[src/rtl/contador_multi_if.sv]
// rtl/contador_multi_if.sv - pop/readout bus between FIFO monitor side and contador_multi
interface contador_multi_if #(
    parameter int NUM_CH = 5,
    parameter int CNT_W  = 5,
    parameter int IDX_W  = 3
);
    logic [NUM_CH-1:0] pop;
    logic              idle;
    logic              req;
    logic [IDX_W-1:0]  idx;
    logic              dump;
    logic [CNT_W-1:0]  data_out;
    logic [IDX_W-1:0]  data_idx;
    logic              valid;
    logic              busy;
    logic [NUM_CH-1:0] overflow;

    modport master (
        output pop, idle, req, idx, dump,
        input  data_out, data_idx, valid, busy, overflow
    );

    modport slave (
        input  pop, idle, req, idx, dump,
        output data_out, data_idx, valid, busy, overflow
    );
endinterface

[src/rtl/contador_multi.sv]
// rtl/contador_multi.sv - per-channel FIFO pop counters with single-channel read and sequential dump
module contador_multi #(
    parameter int NUM_CH        = 5,
    parameter int CNT_W         = 5,
    parameter int IDX_W         = 3,
    parameter bit SATURATE      = 1'b1,
    parameter bit CLEAR_ON_READ = 1'b0
) (
    input  logic             clk,
    input  logic             reset_L,
    contador_multi_if.slave  bus
);
    localparam int PTR_W = IDX_W + 1;

    typedef enum logic [1:0] {ST_COUNT, ST_READ, ST_DUMP} state_t;

    state_t            state_q, state_d;
    logic [PTR_W-1:0]  ptr_q, ptr_d;
    logic [CNT_W-1:0]  cnt_q [NUM_CH];
    logic [CNT_W-1:0]  cnt_d [NUM_CH];
    logic [NUM_CH-1:0] ovf_q, ovf_d;
    logic [CNT_W-1:0]  data_q, data_d;
    logic [IDX_W-1:0]  didx_q, didx_d;
    logic              valid_q, valid_d;
    logic              busy_q, busy_d;

    logic              rd_en;
    logic [IDX_W-1:0]  rd_ch;
    logic              rd_sel;
    logic              ovf_evt;

    always_comb begin
        state_d = state_q;
        ptr_d   = ptr_q;
        data_d  = data_q;
        didx_d  = didx_q;
        valid_d = 1'b0;
        busy_d  = 1'b0;
        rd_en   = 1'b0;
        rd_ch   = '0;
        rd_sel  = 1'b0;
        ovf_evt = 1'b0;
        cnt_d   = cnt_q;
        ovf_d   = ovf_q;

        case (state_q)
            ST_COUNT: begin
                if (bus.idle && bus.dump) begin
                    // channel 0 goes out on the accepting edge, so ptr holds the next channel
                    state_d = ST_DUMP;
                    rd_en   = 1'b1;
                    rd_ch   = '0;
                    ptr_d   = PTR_W'(1);
                    busy_d  = 1'b1;
                end else if (bus.idle && bus.req && ({1'b0, bus.idx} < PTR_W'(NUM_CH))) begin
                    state_d = ST_READ;
                    rd_en   = 1'b1;
                    rd_ch   = bus.idx;
                end
            end
            ST_READ: begin
                state_d = ST_COUNT;
            end
            ST_DUMP: begin
                if (!bus.idle || (ptr_q >= PTR_W'(NUM_CH))) begin
                    state_d = ST_COUNT;
                    ptr_d   = '0;
                end else begin
                    rd_en  = 1'b1;
                    rd_ch  = ptr_q[IDX_W-1:0];
                    ptr_d  = ptr_q + PTR_W'(1);
                    busy_d = 1'b1;
                end
            end
            default: begin
                state_d = ST_COUNT;
                ptr_d   = '0;
            end
        endcase

        if (rd_en) begin
            valid_d = 1'b1;
            didx_d  = rd_ch;
        end

        for (int i = 0; i < NUM_CH; i++) begin
            ovf_evt = bus.pop[i] && (cnt_q[i] == '1);
            rd_sel  = rd_en && (rd_ch == IDX_W'(i));
            if (rd_sel) begin
                data_d = cnt_q[i];
            end
            // a pop coinciding with a clearing read is kept, not dropped
            if (CLEAR_ON_READ && rd_sel) begin
                cnt_d[i] = CNT_W'(bus.pop[i]);
                ovf_d[i] = ovf_evt;
            end else begin
                if (bus.pop[i]) begin
                    if (ovf_evt) begin
                        cnt_d[i] = SATURATE ? cnt_q[i] : '0;
                    end else begin
                        cnt_d[i] = cnt_q[i] + CNT_W'(1);
                    end
                end
                ovf_d[i] = ovf_q[i] | ovf_evt;
            end
        end
    end

    always_ff @(posedge clk or negedge reset_L) begin
        if (!reset_L) begin
            state_q <= ST_COUNT;
            ptr_q   <= '0;
            ovf_q   <= '0;
            data_q  <= '0;
            didx_q  <= '0;
            valid_q <= 1'b0;
            busy_q  <= 1'b0;
            for (int i = 0; i < NUM_CH; i++) begin
                cnt_q[i] <= '0;
            end
        end else begin
            state_q <= state_d;
            ptr_q   <= ptr_d;
            ovf_q   <= ovf_d;
            data_q  <= data_d;
            didx_q  <= didx_d;
            valid_q <= valid_d;
            busy_q  <= busy_d;
            cnt_q   <= cnt_d;
        end
    end

    assign bus.data_out = data_q;
    assign bus.data_idx = didx_q;
    assign bus.valid    = valid_q;
    assign bus.busy     = busy_q;
    assign bus.overflow = ovf_q;
endmodule
[src/flat_wrapper.sv]
// flat-port wrapper written by rule: the top's interface ports become plain ports
module contador_multi_flat 
#(
    parameter int NUM_CH        = 5,
    parameter int CNT_W         = 5,
    parameter int IDX_W         = 3,
    parameter bit SATURATE      = 1'b1,
    parameter bit CLEAR_ON_READ = 1'b0
)
  (clk, reset_L, bus_pop, bus_idle, bus_req, bus_idx, bus_dump, bus_data_out, bus_data_idx, bus_valid, bus_busy, bus_overflow);
  contador_multi_if #(.NUM_CH(NUM_CH), .CNT_W(CNT_W), .IDX_W(IDX_W)) bus_i ();
  input  logic clk;
  input  logic reset_L;
  input wire logic [$bits(bus_i.pop)-1:0] bus_pop;
  input wire logic [$bits(bus_i.idle)-1:0] bus_idle;
  input wire logic [$bits(bus_i.req)-1:0] bus_req;
  input wire logic [$bits(bus_i.idx)-1:0] bus_idx;
  input wire logic [$bits(bus_i.dump)-1:0] bus_dump;
  output wire logic [$bits(bus_i.data_out)-1:0] bus_data_out;
  output wire logic [$bits(bus_i.data_idx)-1:0] bus_data_idx;
  output wire logic [$bits(bus_i.valid)-1:0] bus_valid;
  output wire logic [$bits(bus_i.busy)-1:0] bus_busy;
  output wire logic [$bits(bus_i.overflow)-1:0] bus_overflow;
  assign bus_i.pop = bus_pop;
  assign bus_i.idle = bus_idle;
  assign bus_i.req = bus_req;
  assign bus_i.idx = bus_idx;
  assign bus_i.dump = bus_dump;
  assign bus_data_out = bus_i.data_out;
  assign bus_data_idx = bus_i.data_idx;
  assign bus_valid = bus_i.valid;
  assign bus_busy = bus_i.busy;
  assign bus_overflow = bus_i.overflow;
  contador_multi #(.NUM_CH(NUM_CH), .CNT_W(CNT_W), .IDX_W(IDX_W), .SATURATE(SATURATE), .CLEAR_ON_READ(CLEAR_ON_READ)) u_core (.clk(clk), .reset_L(reset_L), .bus(bus_i));
endmodule
[config.mk]
export PLATFORM = sky130hd
export DESIGN_NAME = contador_multi_flat
export DESIGN_NICKNAME = d
export VERILOG_FILES = /design/src/rtl/contador_multi_if.sv /design/src/rtl/contador_multi.sv /design/src/flat_wrapper.sv
export SDC_FILE = /design/constraint.sdc
export NUM_CORES = 1
export LEC_CHECK = 0
export ABC_CLOCK_PERIOD_IN_PS = 2900
export CELL_PAD_IN_SITES_DETAIL_PLACEMENT = 1
export CELL_PAD_IN_SITES_GLOBAL_PLACEMENT = 1
export CORE_ASPECT_RATIO = 0.5
export CORE_MARGIN = 10
export CORE_UTILIZATION = 30
export CTS_CLUSTER_DIAMETER = 30
export CTS_CLUSTER_SIZE = 10
export DETAILED_ROUTE_END_ITERATION = 6
export HOLD_SLACK_MARGIN = 0.15
export PLACE_DENSITY = 0.67
export SETUP_SLACK_MARGIN = 0.5
export SYNTH_ARGS = -nofsm -noshare
export SYNTH_HDL_FRONTEND = slang
export SYNTH_SLANG_ARGS = --single-unit
[constraint.sdc]
create_clock -name clk -period 2.9 [get_ports clk]
set_input_delay 0.29 -clock clk [delete_from_list [all_inputs] [get_ports clk]]
set_output_delay 0.29 -clock clk [all_outputs]
set_load 0.1 [all_outputs]
==> metrics, run 1 <==
fin nets 272; Clock Latency Late Sink 0.28 ns; Worst-Margin Slew 1.05 ns; clock slew seen by the registers of the worst setup and hold paths 0.07 ns; top post-synthesis cells by count 46 x dfrtp_1, 16 x nand2_1, 13 x ha_1, 11 x inv_1, 10 x xnor2_1; Flop pwr share 38.4%; CTS tree done; Die Width 145 µm; max-slew violations 0; final instance area 0.00286 mm²; internal power 1.72 mW; Yosys Warn Count 0; number of global-route vias before repair 1,783; Logic pwr share 42.7%; Sw Share 44.6%; clk sinks 46; Setup TNS Final 0 ns; Max-Cap Viols 0; Area Overhead vs Synth 22.7%; Clock Path Buffers 2; largest net degree at the start of global routing 47; die height 82.4 µm; Cell Rows 22; initial antenna violation count 0; Async SR Flop Fraction 100%; via count 1,759; vias per cell 5.13; total track usage 9.67%; crit share post-route 76.9%; fill cell count 820; Distinct cells, synth 45; flops & latches, synth 46; status complete, no violations; Finish-stage setup viols 0; worst relative slew slack 30.3%; Yosys top cell area share 49.3%; Post-synth top flop dfrtp_1; antenna cells 0; Port Buf Inserts 27; top-level port count 28; synth top area cells dfrtp_1 49%, ha_1 7.0%, mux2_2 3.9%; TritonCTS Buffers 5; Seq/Total Area, Yosys 49.3%; EDFF count, synth 0; Crit Path Category reg -> reg; Synth Area per Inst 11.1 µm²; final setup skew 0.00390 ns; DRT iter0 DRCs 109; Initial Utilization 31.4%; HPWL after DPL 4040 µm; Clk pwr share 18.9%; Crit Path Max Fanout 5; GP Congestion 0.776; Peak Freq 448 MHz; VDD IR max 0.269 mV; worst hold margin 0.191 ns; RSZ-0062 raised after global routing false; cts hold-fix bufs 0; layout cells sized above 1 19.0%; CP Data Required Time 3.11 ns; fin util 38.5%; hold crit path type in -> async; crit path DAT 2.44 ns; total die area 0.0119 mm²; Pleak 1.31 nW; Synth Instances 210; Detailed Route WL 5410 µm; root buffer cell clkbuf_16; htree depth 2; grt total ovfl 0; startpoint types flop; endpoint class of the critical path flop; switching power total 1.38 mW; DP Area 0.00269 mm²; Mapped Area 0.00233 mm²; first-pass GRT wire length 9180 µm; Post-DRT Antenna Nets 0; fin crit period 2.23 ns; drt drc 0; Power Density 1080 mW/mm²; final hold vios 0; most frequent cell after synthesis dfrtp_1; Synth area leader dfrtp_1; Core ar. 0.00743 mm²; Synth Net Count 236; router iterations before antenna repair 4; drt wl/cell 15.8 µm
critical path: stages, from the launching register on:
cell and delay, ns:
dfrtp_1 0.40, inv_1 0.12, ha_1 0.19, and2b_1 0.28, o21bai_1 0.11, a22oi_2 0.24, nand2_2 0.11, or4b_1 0.52
a31oi_1 0.18
stage by stage:
step	std cells	worst slack [ns]	power (mW)
final	343	0.670	3.10
after CTS	341	0.570	3.13
after detailed placement	333	0.461	2.53
after floorplan	210	0.829	2.17
after global routing	343	0.520	3.32
after global placement	333	0.557	2.46
worst paths after layout:
kind,slack [ns],endpoint,cells past startpoint,startpoint
setup / recovery,0.67,u_core.bus.data_out[0],8,u_core.ptr_q[1]
hold / removal,0.19,u_core.bus.overflow[2],1,reset_L
setup reg to reg,0.67,u_core.bus.data_out[0],8,u_core.ptr_q[1]
hold reg to reg,0.46,u_core.bus.overflow[0],1,u_core.bus.overflow[0]
max in group asynchronous,1.99,u_core.ptr_q[0],1,reset_L
min in group clk,0.46,u_core.bus.overflow[0],1,u_core.bus.overflow[0]
state kept, by name (all words and copies together) (netlist names):
name                 count
u_core.state_q           2
u_core.bus.overflow      5
u_core.bus.data_out      5
u_core.bus.busy          1
u_core.bus.valid         1
u_core.ptr_q             4
u_core.cnt_q            25
u_core.bus.data_idx      3
power groups by stage:
stage	Clock, mW	Combinational [mW]	Sequential (mW)
after CTS	0.604	1.34	1.19
after detailed placement	0	1.33	1.20
after global placement	0	1.28	1.18
after global routing	0.635	1.45	1.23
final	0.587	1.32	1.19
after floorplan	0	0.552	1.61
timing repair:
action / in CTS / in global routing
pin swaps: 0 / 2
resized for setup: 1 / 2
buffers inserted: 0 / 2
endpoints found under the setup margin: 1 / 5
area by class of cell:
cell class              count  area, µm²  area share, %
clock buffers               6        139           4.85
clock inverters             2       12.5          0.437
inverters                  11       41.3           1.44
multi-input cells         151       1140           39.8
flip-flops and latches     46       1150           40.2
well taps                  96        120           4.19
repair buffers             31        258           9.00
metal layers:
| metal | vias to the layer above | wire (µm) | global-route usage, % |
|---|---|---|---|
| met3 | 7 | 155 | 2.45 |
| met1 | 893 | 2580 | 12.5 |
| met5 | - | 0 | 0 |
| met4 | 0 | 76 | 3.51 |
| li1 | 841 | - | - |
| met2 | 18 | 2610 | 15.5 |
logic make-up (layout without fill, tap and decap cells):
family / count (synthesis) / count (layout) / share of synthesized area [%]
XOR/XNOR: 15 / 15 / 5.63
adder cells (fa/ha/maj): 13 / 13 / 6.97
AND/OR/NAND/NOR: 60 / 60 / 15.0
multiplexers: 8 / 8 / 3.86
AO/OA/AOI/OAI: 55 / 55 / 17.1
flip-flops: 46 / 46 / 49.3
buffers and inverters: 13 / 50 / 2.14
placed cells by master (no fill, tap or decap), types with 2 or more instances in the layout:
cell type,count
dfrtp_1,45
buf_4,19
nand2_1,16
ha_1,13
inv_1,11
clkdlybuf4s50_1,11
xnor2_1,10
o21ai_0,9
nor2_1,8
mux2_2,8
and3_1,7
a21oi_1,6
o22ai_1,6
nor2b_1,6
nand4_1,6
a21o_1,5
o211ai_1,5
xor2_1,5
clkbuf_16,5
and2_1,4
a32o_1,4
a2bb2oi_1,4
and2b_1,2
o21bai_1,2
o21ai_2,2
o21a_1,2
o221ai_1,2
Power figures use the tool's default switching activity.
==> run 2, diff against run 1 <==
ABC_CLOCK_PERIOD_IN_PS = 1830   (was 2900)
PLACE_DENSITY = 0.69   (was 0.67)
clock period = 1.83 ns   (was 2.9 ns; I/O delays follow)
==> metrics, run 2 (same netlist as run 1, synthesis figures left out) <==
Crit-path slowest cell or4b_1 (unchanged); hold crit path type in -> async (unchanged); FF-to-FF setup slack -0.19 ns (was 0.67 ns); total die area 0.0119 mm² (unchanged); crit share post-route 110% (was 76.9%); layout cells sized above 1 51.1% (was 19.0%); status finished, violations left (was complete, no violations); via count 2,056 (was 1,759); Post-DRT Antenna Nets 0 (unchanged); Initial Utilization 31.4% (unchanged); final hold vios 0 (unchanged); post-route insts no fill 407 (was 343); crit path launch u_core.ptr_q[0] (was u_core.ptr_q[1]); number of global-route vias before repair 2,271 (was 1,783); PnR worst setup slack -0.189 ns (was 0.670 ns); fin crit period 2.02 ns (was 2.23 ns); Critical Path Stages 6 (was 8); Cell Rows 22 (unchanged); most common cell after layout, fill and taps aside buf_4 (was dfrtp_1); Pwr Total 6.19 mW (was 3.10 mW); HPWL after DPL 4680 µm (was 4040 µm); first-pass GRT wire length 11,800 µm (was 9180 µm); Core ar. 0.00743 mm² (unchanged); startpoint types flop (unchanged); Clock Path Buffers 2 (unchanged); Worst-Margin Slew 0.501 ns (was 1.05 ns); Crit Path Max Fanout 5 (unchanged); fill cell count 790 (was 820); Crit Path Category reg -> reg (unchanged); die height 82.4 µm (unchanged); failing checks setup timing; vias per cell 5.05 (was 5.13); grt total ovfl 0 (unchanged); initial antenna violation count 0 (unchanged); CP max stage delay 0.52 ns (about the same); Port Buf Inserts 27 (unchanged); CP Data Required Time 2.05 ns (was 3.11 ns); Finish-stage setup viols 5 (was 0); CP cell instances ha_4 > and2b_4 > o21ai_4 > o22a_4 > or4b_1 > a31oi_1 (was inv_1 > ha_1 > and2b_1 > o21bai_1 > a22oi_2 > nand2_2 > or4b_1 > a31oi_1); most frequent cells in the layout 63 x buf_4, 44 x dfrtp_1, 18 x buf_6 (was 45 x dfrtp_1, 19 x buf_4, 16 x nand2_1); max-slew violations 0 (unchanged); drt wl/cell 18.9 µm (was 15.8 µm); Crit Reg-Reg Endpoint u_core.bus.data_out[0] (unchanged); flip-flop count of the largest register after layout 25 (unchanged); largest net degree at the start of global routing 29 (was 47); router iterations before antenna repair 4 (unchanged); endpoint class of the critical path flop (unchanged); crit path to u_core.bus.data_out[0] (unchanged); CTS tree done (unchanged); TritonCTS Buffers 5 (unchanged); Peak Freq 495 MHz (was 448 MHz); Pleak 1.73 nW (was 1.31 nW); root buffer cell clkbuf_16 (unchanged); GP Congestion 0.867 (was 0.776); antenna cells 0 (unchanged); VDD IR max 0.638 mV (was 0.269 mV); clock slew seen by the registers of the worst setup and hold paths 0.07 ns (about the same); cell family with most CP delay simple AND/OR/NAND/NOR gates (unchanged); RSZ-0062 raised after global routing true (was false); Die Width 145 µm (unchanged); Critical R2R Launch u_core.ptr_q[0] (was u_core.ptr_q[1]); Clock Latency Late Sink 0.30 ns (was 0.28 ns); fin util 51.0% (was 38.5%); clk sinks 46 (unchanged); fin nets 336 (was 272); pre-CTS WS -0.298 ns (was 0.461 ns); DRT iter0 DRCs 140 (was 109); htree depth 2 (unchanged); Max-Cap Viols 0 (unchanged); Power Density 1630 mW/mm² (was 1080 mW/mm²); R2R depth 6 (was 8); drt drc 0 (unchanged); Largest Register u_core.cnt_q (unchanged); Buf/Inv on CP 0 (was 1); worst relative slew slack 66.6% (was 30.3%); Detailed Route WL 7690 µm (was 5410 µm); top-level port count 28 (unchanged); final setup skew 0.00257 ns (was 0.00390 ns); DP Cell Count 358 (was 333); Area Overhead vs Synth 62.4% (was 22.7%); total track usage 12.5% (was 9.67%); crit path DAT 2.24 ns (was 2.44 ns)
==> run 2: changes by cell type in the layout (fill, tap and decap cells not counted), moves of 7 or more <==
| cell | delta |
|---|---|
| mux2_2 | -8 |
| buf_6 | +18 |
| nand2_1 | -7 |
| mux2_4 | +8 |
| ha_4 | +8 |
| ha_1 | -12 |
| buf_4 | +44 |
==> run 2: how the worst min path moves through the flow <==
stage / start / to / slack, ns / depth (start not counted)
4_1_cts: reset_L / u_core.bus.overflow[2] / 0.40 / 2
3_5_place_dp: reset_L / u_core.bus.overflow[2] / 0.17 / 1
2_1_floorplan: reset_L / u_core.bus.busy / -0.11 / 0
6_report: reset_L / u_core.cnt_q[14] / 0.40 / 2
5_1_grt: reset_L / u_core.cnt_q[14] / 0.43 / 2
3_3_place_gp: reset_L / u_core.bus.overflow[2] / 0.17 / 1
==> run 2: area by class of cell <==
type	instances	area [µm²]	share of cell area [%]
clock buffer	5	125	3.30
clock inverter	3	25.0	0.661
inverter	11	41.3	1.09
multi-input combinational	151	1500	39.7
sequential	46	1150	30.4
tap	96	120	3.17
timing repair buffer	95	821	21.7
==> run 2: power by group <==
part | leakage, nW | internal (mW) | switching [mW] | total, mW
combinational | 1.10 | 1.51 | 1.83 | 3.34
sequential | 0.567 | 1.44 | 0.461 | 1.90
clock | 0.0704 | 0.515 | 0.442 | 0.957
total | 1.73 | 3.46 | 2.73 | 6.19
==> run 2: worst register-to-register path: cells and delay by family (launching register included) <==
kind	cells	cell delay [ns]
and+or+nand+nor	2	0.83
AOI/OAI and AO/OA	3	0.50
DFF	1	0.45
adders and majority gates	1	0.17
==> run 2: metal layers <==
| layer | GRT usage [%] | wire length (µm) |
|---|---|---|
| met1 | 14.8 | 3490 |
| met2 | 22.7 | 3910 |
| met3 | 2.51 | 154 |
| met4 | 3.61 | 136 |
| met5 | 0 | 0 |
==> run 2: stage by stage <==
step                cell area (µm²)  TNS [ns]  hold slack (ns)
floorplan                      2510    -0.129           -0.113
finish                         3790    -0.840            0.401
CTS                            3520    -0.893            0.395
global placement               3070    -0.997            0.166
detailed placement             3070     -1.22            0.171
global route                   3790     -1.31            0.431
==> run 2: what timing repair did <==
action                     CTS  global route
hold buffers                 1             0
resized for setup           28            32
hold endpoints to repair    18             0
setup buffers               24            16
pin swaps                   21            18
setup endpoints to repair   40            43
